## src/rtl/fp_cmp_pkg.sv

```systemverilog
// Shared definitions for the FP max/min reduction path: default format widths,
// FSM encoding, winner record and the canonical quiet NaN.
package fp_cmp_pkg;
  localparam int E_W   = 8;
  localparam int M_W   = 23;
  localparam int K     = 1 + E_W + M_W;
  localparam int IDX_W = 16;

  typedef enum logic [1:0] {IDLE, ACCUM, FLUSH, DONE} state_t;

  typedef struct packed {
    logic [K-1:0]     value;
    logic [IDX_W-1:0] idx;
    logic             nan;
    logic             valid;
  } win_t;

  // Wide enough for any supported format; callers truncate to K bits.
  function automatic logic [127:0] qnan();
    return '1;
  endfunction
endpackage

```

## src/rtl/fp_cmp_core.sv

```systemverilog
// Two-operand winner merge: skips invalid operands, lets the first NaN stick,
// otherwise picks max/min with the lower index winning ties.
module fp_cmp_core #(
  parameter int  KW    = fp_cmp_pkg::K,
  parameter type win_t = fp_cmp_pkg::win_t
) (
  input  win_t a,
  input  win_t b,
  input  logic is_max,
  output win_t y
);
  // Maps sign-magnitude onto an unsigned total order; keeps +0 above -0.
  function automatic logic [KW-1:0] okey(input logic [KW-1:0] v);
    return v[KW-1] ? ~v : {1'b1, v[KW-2:0]};
  endfunction

  logic [KW-1:0] ka, kb;
  logic          a_lo;

  always_comb begin
    ka   = okey(a.value);
    kb   = okey(b.value);
    a_lo = (a.idx <= b.idx);
    y    = a;
    if (!a.valid)               y = b;
    else if (!b.valid)          y = a;
    else if (a.nan && b.nan)    y = a_lo ? a : b;
    else if (a.nan || b.nan)    y = a.nan ? a : b;
    else if (ka == kb)          y = a_lo ? a : b;
    else                        y = ((ka > kb) == is_max) ? a : b;
  end
endmodule

```

## src/rtl/fp_vec_reduce_maxmin.sv

```systemverilog
// Streaming max/min reducer with argmax/argmin: registered lane tree per beat,
// then a running accumulator closed out by a FLUSH/DONE handshake.
module fp_vec_reduce_maxmin
  import fp_cmp_pkg::*;
#(
  parameter int E_WIDTH   = E_W,
  parameter int M_WIDTH   = M_W,
  parameter int LANES     = 4,
  parameter int IDX_WIDTH = IDX_W
) (
  input  logic                                   clk,
  input  logic                                   rstn,
  input  logic                                   i_valid,
  output logic                                   o_ready,
  input  logic [LANES*(1+E_WIDTH+M_WIDTH)-1:0]   i_data,
  input  logic [LANES-1:0]                       i_keep,
  input  logic                                   i_last,
  input  logic                                   i_is_max,
  output logic                                   o_res_valid,
  input  logic                                   i_res_ready,
  output logic [E_WIDTH+M_WIDTH:0]               o_res,
  output logic [IDX_WIDTH-1:0]                   o_idx,
  output logic                                   o_nan,
  output logic                                   o_empty
);
  localparam int KW = 1 + E_WIDTH + M_WIDTH;

  typedef struct packed {
    logic [KW-1:0]        value;
    logic [IDX_WIDTH-1:0] idx;
    logic                 nan;
    logic                 valid;
  } rec_t;

  state_t               state, state_nx;
  logic                 mode_r, cur_mode, beat_acc, s1_vld, done;
  logic [IDX_WIDTH-1:0] beat_cnt;
  rec_t                 node [2*LANES-1];
  rec_t                 s1_win, acc, acc_m;

  assign o_ready  = (state == IDLE) || (state == ACCUM);
  assign beat_acc = i_valid && o_ready;
  // Mode is live on the first beat and frozen for the rest of the frame.
  assign cur_mode = (state == IDLE) ? i_is_max : mode_r;

  // Heap-ordered tree: leaves at LANES-1.., so left children hold lower lanes.
  for (genvar i = 0; i < LANES; i++) begin : g_leaf
    logic [KW-1:0] e;
    assign e = i_data[i*KW +: KW];
    assign node[LANES-1+i] = '{
      value: e,
      idx:   beat_cnt * IDX_WIDTH'(LANES) + IDX_WIDTH'(i),
      nan:   i_keep[i] & (&e[KW-2 -: E_WIDTH]) & (|e[M_WIDTH-1:0]),
      valid: i_keep[i]
    };
  end

  for (genvar j = 0; j < LANES-1; j++) begin : g_node
    fp_cmp_core #(.KW(KW), .win_t(rec_t)) u_cmp (
      .a(node[2*j+1]), .b(node[2*j+2]), .is_max(cur_mode), .y(node[j])
    );
  end

  fp_cmp_core #(.KW(KW), .win_t(rec_t)) u_acc_cmp (
    .a(acc), .b(s1_win), .is_max(mode_r), .y(acc_m)
  );

  always_comb begin
    state_nx = state;
    case (state)
      IDLE:    if (beat_acc) state_nx = i_last ? FLUSH : ACCUM;
      ACCUM:   if (beat_acc && i_last) state_nx = FLUSH;
      FLUSH:   state_nx = DONE;
      DONE:    if (i_res_ready) state_nx = IDLE;
      default: state_nx = IDLE;
    endcase
  end

  always_ff @(posedge clk or negedge rstn) begin
    if (!rstn) begin
      state    <= IDLE;
      mode_r   <= 1'b0;
      beat_cnt <= '0;
      s1_vld   <= 1'b0;
      s1_win   <= '0;
      acc      <= '0;
    end else begin
      state  <= state_nx;
      s1_vld <= beat_acc;
      if (beat_acc) s1_win <= node[0];
      if (state == IDLE && beat_acc) mode_r <= i_is_max;
      if (state == DONE && i_res_ready) begin
        beat_cnt <= '0;
        acc      <= '0;
      end else begin
        if (beat_acc) beat_cnt <= beat_cnt + IDX_WIDTH'(1);
        if (s1_vld)   acc      <= acc.valid ? acc_m : s1_win;
      end
    end
  end

  assign done        = (state == DONE);
  assign o_res_valid = done;
  assign o_nan       = done && acc.nan;
  assign o_empty     = done && !acc.valid;
  assign o_idx       = (done && acc.valid) ? acc.idx : '0;
  assign o_res       = (!done || !acc.valid) ? '0 :
                       acc.nan ? KW'(qnan()) : acc.value;
endmodule

```

## config.mk

```make
export PLATFORM = sky130hd
export DESIGN_NAME = fp_vec_reduce_maxmin
export DESIGN_NICKNAME = d
export VERILOG_FILES = /design/src/rtl/fp_cmp_pkg.sv /design/src/rtl/fp_cmp_core.sv /design/src/rtl/fp_vec_reduce_maxmin.sv
export SDC_FILE = /design/constraint.sdc
export NUM_CORES = 1
export LEC_CHECK = 0
export BUFFER_PORTS_ARGS = -buffer_cell sky130_fd_sc_hd__clkbuf_2
export CAP_MARGIN = 0
export CORE_MARGIN = 2
export CORE_UTILIZATION = 59
export CTS_CLUSTER_SIZE = 28
export DETAILED_ROUTE_END_ITERATION = 8
export GPL_ROUTABILITY_DRIVEN = 0
export PLACE_DENSITY = 0.83
export SLEW_MARGIN = 15
export SYNTH_ARGS = -nofsm -noshare
export SYNTH_HDL_FRONTEND = slang
export SYNTH_SLANG_ARGS = --single-unit
```

## constraint.sdc

```tcl
create_clock -name clk -period 8.4 [get_ports clk]
set_clock_uncertainty 0.15 [all_clocks]
set_input_delay 2.52 -clock clk [delete_from_list [all_inputs] [get_ports clk]]
set_output_delay 2.52 -clock clk [all_outputs]
set_load 0.01 [all_outputs]
```

## Yosys cells after proc, flatten, opt, wreduce, memory -nomap -nowiden

Index checks and enable logic that the tools add are counted.
W data, S select, Z words.

- Output and inout bits: 52
- Register bits: 120
- Logic and storage cells: 143

- Reduce and logical (&&, ||, !) cells: 33
- Bitwise gates (word level): 16
- Mux-type cells: 53
- Eq/ne operators: 17
- Add/subtract/negate cells: 4
- $lt $le $gt $ge: 8

Operators with widths:

| kind | number |
|---|---|
| $mux W50 | 34 |
| $mux W32 | 10 |
| $not A32 Y32 | 8 |
| $eq A32 B32 Y1 | 4 |
| $gt A32 B32 Y1 | 4 |
| $reduce_or A23 Y1 | 4 |
| $le A16 B16 Y1 | 4 |
| $mux W16 | 3 |
| $add A16 B1 Y16 const B | 2 |
| $add A16 B2 Y16 const B | 2 |
| $reduce_and A8 Y1 | 4 |
| $logic_and A1 B1 Y1 | 11 |
| $and A1 B1 Y1 | 8 |
| $mux W2 | 4 |
| $pmux W2 S4 | 1 |
| $logic_or A1 B1 Y1 | 6 |
| $ne A6 B3 Y1 const B | 1 |
| $reduce_and A3 Y1 | 2 |
| $ne A5 B4 Y1 const B | 1 |
| $eq A1 B1 Y1 | 4 |
| $eq A2 B2 Y1 const B | 2 |
| $ne A2 B2 Y1 const B | 2 |
| $reduce_and A4 Y1 | 1 |
| $reduce_bool A2 Y1 | 2 |
| other kinds (6) | 7 |

## Longest topological paths before layout

- Word-level depth: 20
- Depth in mapped cells: 28
- Mapped depth without buffers: 23

## Modules after synthesis

A second synthesis with hierarchy kept.

- Cell total of the unflattened synthesis: 3428
- Area, all modules: 25756.0 um^2

By module, submodules not included:

| module | cells each | times used | area an instance (um^2) |
|---|---|---|---|
| fp_cmp_core (g_node[0].u_cmp ...) | 750 | 3 | 5126.2 |
| fp_vec_reduce_maxmin | 570 | 1 | 5968.2 |
| fp_cmp_core (u_acc_cmp) | 608 | 1 | 4409.2 |

## Worst setup path after synthesis

Ideal clock, no wire load.

- Path kind: in2reg
- Start: in i_data[31]
- End: reg s1_win[41] (netlist bit)
- Buffers on the path: 6
- Setup time: 0.087 ns
- Setup slack: -0.134 ns
- Arrival: 8.297 ns
- Stages: 27
- Data required time: 8.163 ns
- Cell sequence: clkbuf_1 > buf_1 > xor2_1 > ha_1 > a21oi_1 > o21ai_0 > a221o_1 > a211o_1 > o31ai_1 > a21boi_1 > o21ai_0 > buf_2 > buf_2 > mux2i_1 > xnor2_1 > ha_1 > a21oi_1 > o21ai_0 > a2111oi_0 > a31oi_1 > nor2_1 > nor4_1 > nor4b_1 > o21ai_0 > clkbuf_1 > buf_2 > o211ai_1

- Word-level cells in the longest chain between the ends: 20
- Elaborated cells on any way between the ends: 29

Ends and longest elaborated chain:

| item | RTL line | text |
|---|---|---|
| start: declaration | fp_vec_reduce_maxmin.sv:15 | `input logic [LANES*(1+E_WIDTH+M_WIDTH)-1:0] i_data,` |
| $not A32 Y32 | fp_cmp_core.sv:14 | `return v[KW-1] ? ~v : {1'b1, v[KW-2:0]};` |
| $mux W32 | fp_cmp_core.sv:14 |  |
| $gt A32 B32 Y1 | fp_cmp_core.sv:30 | `else y = ((ka > kb) == is_max) ? a : b;` |
| $eq A1 B1 Y1 | fp_cmp_core.sv:30 |  |
| $mux W50 | fp_cmp_core.sv:30 |  |
| $mux W50 | fp_cmp_core.sv:29 | `else if (ka == kb) y = a_lo ? a : b;` |
| $mux W50 | fp_cmp_core.sv:28 | `else if (a.nan \|\| b.nan) y = a.nan ? a : b;` |
| $mux W50 | fp_cmp_core.sv:27 | `else if (a.nan && b.nan) y = a_lo ? a : b;` |
| [4 not listed] | n/a |  |
| $gt A32 B32 Y1 | fp_cmp_core.sv:30 |  |
| $eq A1 B1 Y1 | fp_cmp_core.sv:30 |  |
| $mux W50 | fp_cmp_core.sv:30 |  |
| $mux W50 | fp_cmp_core.sv:29 |  |
| $mux W50 | fp_cmp_core.sv:28 |  |
| $mux W50 | fp_cmp_core.sv:27 |  |
| $mux W50 | fp_cmp_core.sv:26 | `else if (!b.valid) y = a;` |
| $mux W50 (*) | fp_cmp_core.sv:25 | `if (!a.valid) y = b;` |
| end signal: assignment | fp_vec_reduce_maxmin.sv:90 | `if (beat_acc) s1_win <= node[0];` |
| end: declaration | fp_vec_reduce_maxmin.sv:39 | `rec_t s1_win, acc, acc_m;` |

Mark *: on every way between the ends. The rest lies on a longest branch, timed or not.
A chain may end at the register's enable or synchronous reset.

## Worst setup path after layout

- Start: in i_data[95]
- End: reg s1_win[25] (netlist bit)

The elaborated chain is that of the path after synthesis.

==> metrics.log <==
[metrics] global-route wire length before repair: about 58000 µm
[metrics] Sequential cell area: 2950 µm²
[metrics] transition time of the tightest slew-check pin: 1.13 ns
[metrics] capturing point of the worst reg2reg path: s1_win[25]
[metrics] worst hold margin: about 0.34 ns
[metrics] max-slew violation total from the final report: 0
[metrics] register area share after synthesis: 0.244
[metrics] reg2reg start: state[0]
[metrics] critical path buffer and inverter count: 6
[metrics] topmost layer with routed signal wires: met4
[metrics] fill cell count: ~1.5k
[metrics] family of cells with the greatest summed delay on the critical path: compound AO/OA/AOI/OAI gates
[metrics] Yosys warning count: 0
[metrics] floorplan row count: between 50 and 60
[metrics] VDD IR max: 202 µV
[metrics] synthesized netlist net count: ~1.7k
[metrics] most frequent cells in the layout: 188 x sky130_fd_sc_hd__clkbuf_2, 157 x sky130_fd_sc_hd__xnor2_1, 149 x sky130_fd_sc_hd__ha_1, 118 x sky130_fd_sc_hd__dfrtp_1, 111 x sky130_fd_sc_hd__nand2_1
[metrics] number of H-tree levels: 4
[metrics] worst-path fanout max: 26
[metrics] total clock buffers created by CTS: 17
[metrics] clock latency at the later pin of the worst-skew pair: 0.43 ns
[metrics] R2R depth: 22
[metrics] critical path endpoint category: flip-flop
[metrics] post-synthesis sequential element count: 118
[metrics] post-layout total power: 4.54 mW
[metrics] count of vias placed by the detailed router: around 12k
[metrics] Mean Syn Cell Area: 8.68 µm²
[metrics] maximum count of clock buffers along a single path: 2
[metrics] routed length on met2: between 15000 and 20000 µm
[metrics] number of vias per cell: approximately 6.3
[metrics] initial antenna violation count: 0
[metrics] arrival time worst endpoint: 8.31 ns
[metrics] highest cell delay on the worst timing path: 0.53 ns
[metrics] IO Pins: 190
[metrics] launch instance of the worst min-delay path: s1_win[16]
[metrics] TritonCTS sink count: 118
[metrics] count of routing violations after the opening detailed-route iteration: 1308
[metrics] hold endpoint: acc[16]
[metrics] RSZ-0062 raised after global routing: no
[metrics] final hold violation count: 0
[metrics] number of nets at the end of the flow: 1901
[metrics] cell repeated most along the worst path: sky130_fd_sc_hd__buf_12
[metrics] Area growth, synth to finish: 19.6%
[metrics] number of buffers inserted by hold repair at cts: 0
[metrics] ant diodes: 0
[metrics] share of cells above drive strength 1: 0.202
[metrics] main flop type after synthesis: sky130_fd_sc_hd__dfrtp_1
[metrics] remaining antenna violation count after routing: 0
[metrics] ratio of total power to cell area: 313 nW/µm²
[metrics] worst rel slew slack: 0.247
[metrics] run status: completed
[metrics] vias in the first global route: 11.4k
[metrics] Worst Hold Path Cells: 1
[metrics] reg-to-reg slack, setup: roughly 2.9 ns
[metrics] post-layout minimum cycle time: slightly above 8 ns
[metrics] Congestion Overflow GR: 0
[metrics] CP Data Required Time: 8.58 ns
[metrics] number of enable flip-flop cells after synthesis: 0
[metrics] Max Fclk: 0.123 GHz
[metrics] number of distinct library cells after synthesis: 62
[metrics] maxcap violations: 0
[metrics] most common library cell in the layout ignoring fill and taps: sky130_fd_sc_hd__clkbuf_2
[metrics] cell with the largest stage delay on the worst path: sky130_fd_sc_hd__or4_1
[metrics] Avg WL per Cell: 19.2 µm
[metrics] DIE WIDTH: 147 µm
[metrics] Lkg Pwr: approximately 6.9 nW
[metrics] count of buffers inserted at the top-level ports: 189
[metrics] Routed met1 length: 14600 µm
[metrics] DRC violations left: 0
[metrics] fraction of registers with async set or reset after synthesis: 1.00
[metrics] placed wire-length estimate: 28300 µm
[metrics] Gate Count Post-Synth: between 1k and 1.5k
[metrics] length of routed met3 wiring: 3490 µm
[metrics] share of the clock period used by the worst path: 0.967
[metrics] starting density of the core: 0.600
[metrics] area used by multi-input combinational logic: just under 9000 µm²
[metrics] Setup Viol. Count Final: 0
[metrics] pin count of the biggest net entering global routing: 81
[metrics] TritonCTS clock tree: done
[metrics] crit path kind: in2reg
[metrics] class of the worst hold path: reg2reg
[metrics] iteration count of the initial detailed-routing pass: 6
[metrics] Die Span Y: 147 µm
[metrics] Clk pin slew, worst setup/hold paths: 0.06 ns
[metrics] total die area: 21700 µm²
[metrics] global-route total usage across every layer: 0.332
[metrics] root buffer selected by CTS: sky130_fd_sc_hd__clkbuf_16
[metrics] category of the worst setup path launch point: input port
[metrics] final WL: 36400 µm
[metrics] core area: 20200 µm²
[metrics] post-synth design cell area: 12100 µm²
## power breakdown
part	switching [mW]	leakage, nW	total [mW]	internal [mW]
logic	1.55	5.12	2.81	1.26
clock network	0.287	0.275	0.708	0.421
registers	0.251	1.54	1.02	0.769
total	2.09	6.94	4.54	2.45
## final cells by class
class,instances,area share
multi-input cells,1168,0.604
flip-flops and latches,118,0.204
repair buffers,277,0.121
clock buffers,18,0.0303
well taps,270,0.0233
clock inverters,14,0.00967
inverters,32,0.00829
## kinds of logic after synthesis
kind of cell / synth area share
xor gates and xnor gates: 0.186
adders and majority gates: 0.154
buffers and inverters: 0.0371
DFF: 0.244
muxes: 0.0461
AOI/OAI and AO/OA: 0.163
and+or+nand+nor: 0.170
## through the flow
step                      worst slack (ns)  cell area [µm²]  std cells  TNS, ns  utilization
after floorplan                     0.0272            12100       1395        0            -
after global placement             -0.0734            13900       1865   -0.943        0.688
after detailed placement            -0.212            13900       1865    -5.57        0.688
after CTS                            0.161            14500       1897        0        0.717
after global routing                0.0323            14500       1897        0        0.718
final                                0.278            14500       1897        0        0.718
## metal layers
layer	vias to the layer above	track usage
li1	5457	-
met1	5646	0.433
met2	640	0.546
met3	126	0.0587
met4	0	0.141
met5	-	0
## registers in the layout (all words and copies together), names as in the netlist
register  count
acc          50
beat_cnt     14
mode_r        1
s1_vld        1
s1_win       50
state         2
## cells in the mapped netlist, types with 15 or more instances
master	number	area (µm²)
sky130_fd_sc_hd__clkbuf_1	46	173
sky130_fd_sc_hd__and3_1	22	138
sky130_fd_sc_hd__xor2_1	100	876
sky130_fd_sc_hd__nand3_1	22	110
sky130_fd_sc_hd__a21oi_1	57	285
sky130_fd_sc_hd__inv_1	30	113
sky130_fd_sc_hd__xnor2_1	157	1380
sky130_fd_sc_hd__o211ai_1	37	278
sky130_fd_sc_hd__nor3_1	15	75.1
sky130_fd_sc_hd__o21ai_0	58	290
sky130_fd_sc_hd__nand2_1	111	417
sky130_fd_sc_hd__nand4_1	38	238
sky130_fd_sc_hd__ha_1	149	1860
sky130_fd_sc_hd__nor2_1	103	387
sky130_fd_sc_hd__mux2i_1	49	490
sky130_fd_sc_hd__a22o_1	45	394
sky130_fd_sc_hd__buf_1	17	63.8
sky130_fd_sc_hd__nor4_1	23	144
sky130_fd_sc_hd__dfrtp_1	118	2950
sky130_fd_sc_hd__nand2b_1	37	231
sky130_fd_sc_hd__a21o_1	17	128
## repair_timing
action	4_1_cts	5_1_grt
endpoints found under the hold margin	0	0
setup endpoints to repair	0	31
resized for setup	0	6
buffers inserted	0	0
## worst register-to-register path, stage by stage (launching register included)
cell	delay (ns)
sky130_fd_sc_hd__dfrtp_1	0.40
sky130_fd_sc_hd__inv_1	0.13
sky130_fd_sc_hd__ha_1	0.35
sky130_fd_sc_hd__mux2_2	0.43
sky130_fd_sc_hd__or3_1	0.41
sky130_fd_sc_hd__a21boi_2	0.20
sky130_fd_sc_hd__o21ai_2	0.11
sky130_fd_sc_hd__buf_12	0.17
sky130_fd_sc_hd__buf_4	0.17
sky130_fd_sc_hd__mux2i_1	0.36
sky130_fd_sc_hd__xnor2_1	0.15
sky130_fd_sc_hd__ha_1	0.32
sky130_fd_sc_hd__nand4_1	0.18
sky130_fd_sc_hd__a2111o_1	0.34
sky130_fd_sc_hd__a31oi_1	0.27
sky130_fd_sc_hd__nor2_2	0.11
sky130_fd_sc_hd__xnor2_1	0.15
sky130_fd_sc_hd__o21ai_0	0.26
sky130_fd_sc_hd__o311a_1	0.24
sky130_fd_sc_hd__buf_4	0.19
sky130_fd_sc_hd__buf_12	0.17
sky130_fd_sc_hd__nand2b_1	0.09
sky130_fd_sc_hd__o211ai_1	0.09
## worst max path at each step
stage	end	startpoint	cells after the start	slack (ns)
floorplan	s1_win[41]	i_data[63]	27	0.03
global route	s1_win[25]	i_data[95]	28	0.03
global placement	s1_win[47]	i_data[95]	25	-0.07
CTS	s1_win[47]	i_data[95]	25	0.16
finish	s1_win[25]	i_data[95]	27	0.28
detailed placement	s1_win[32]	i_data[95]	25	-0.21
No activity file was read; power rests on OpenSTA's default activity.
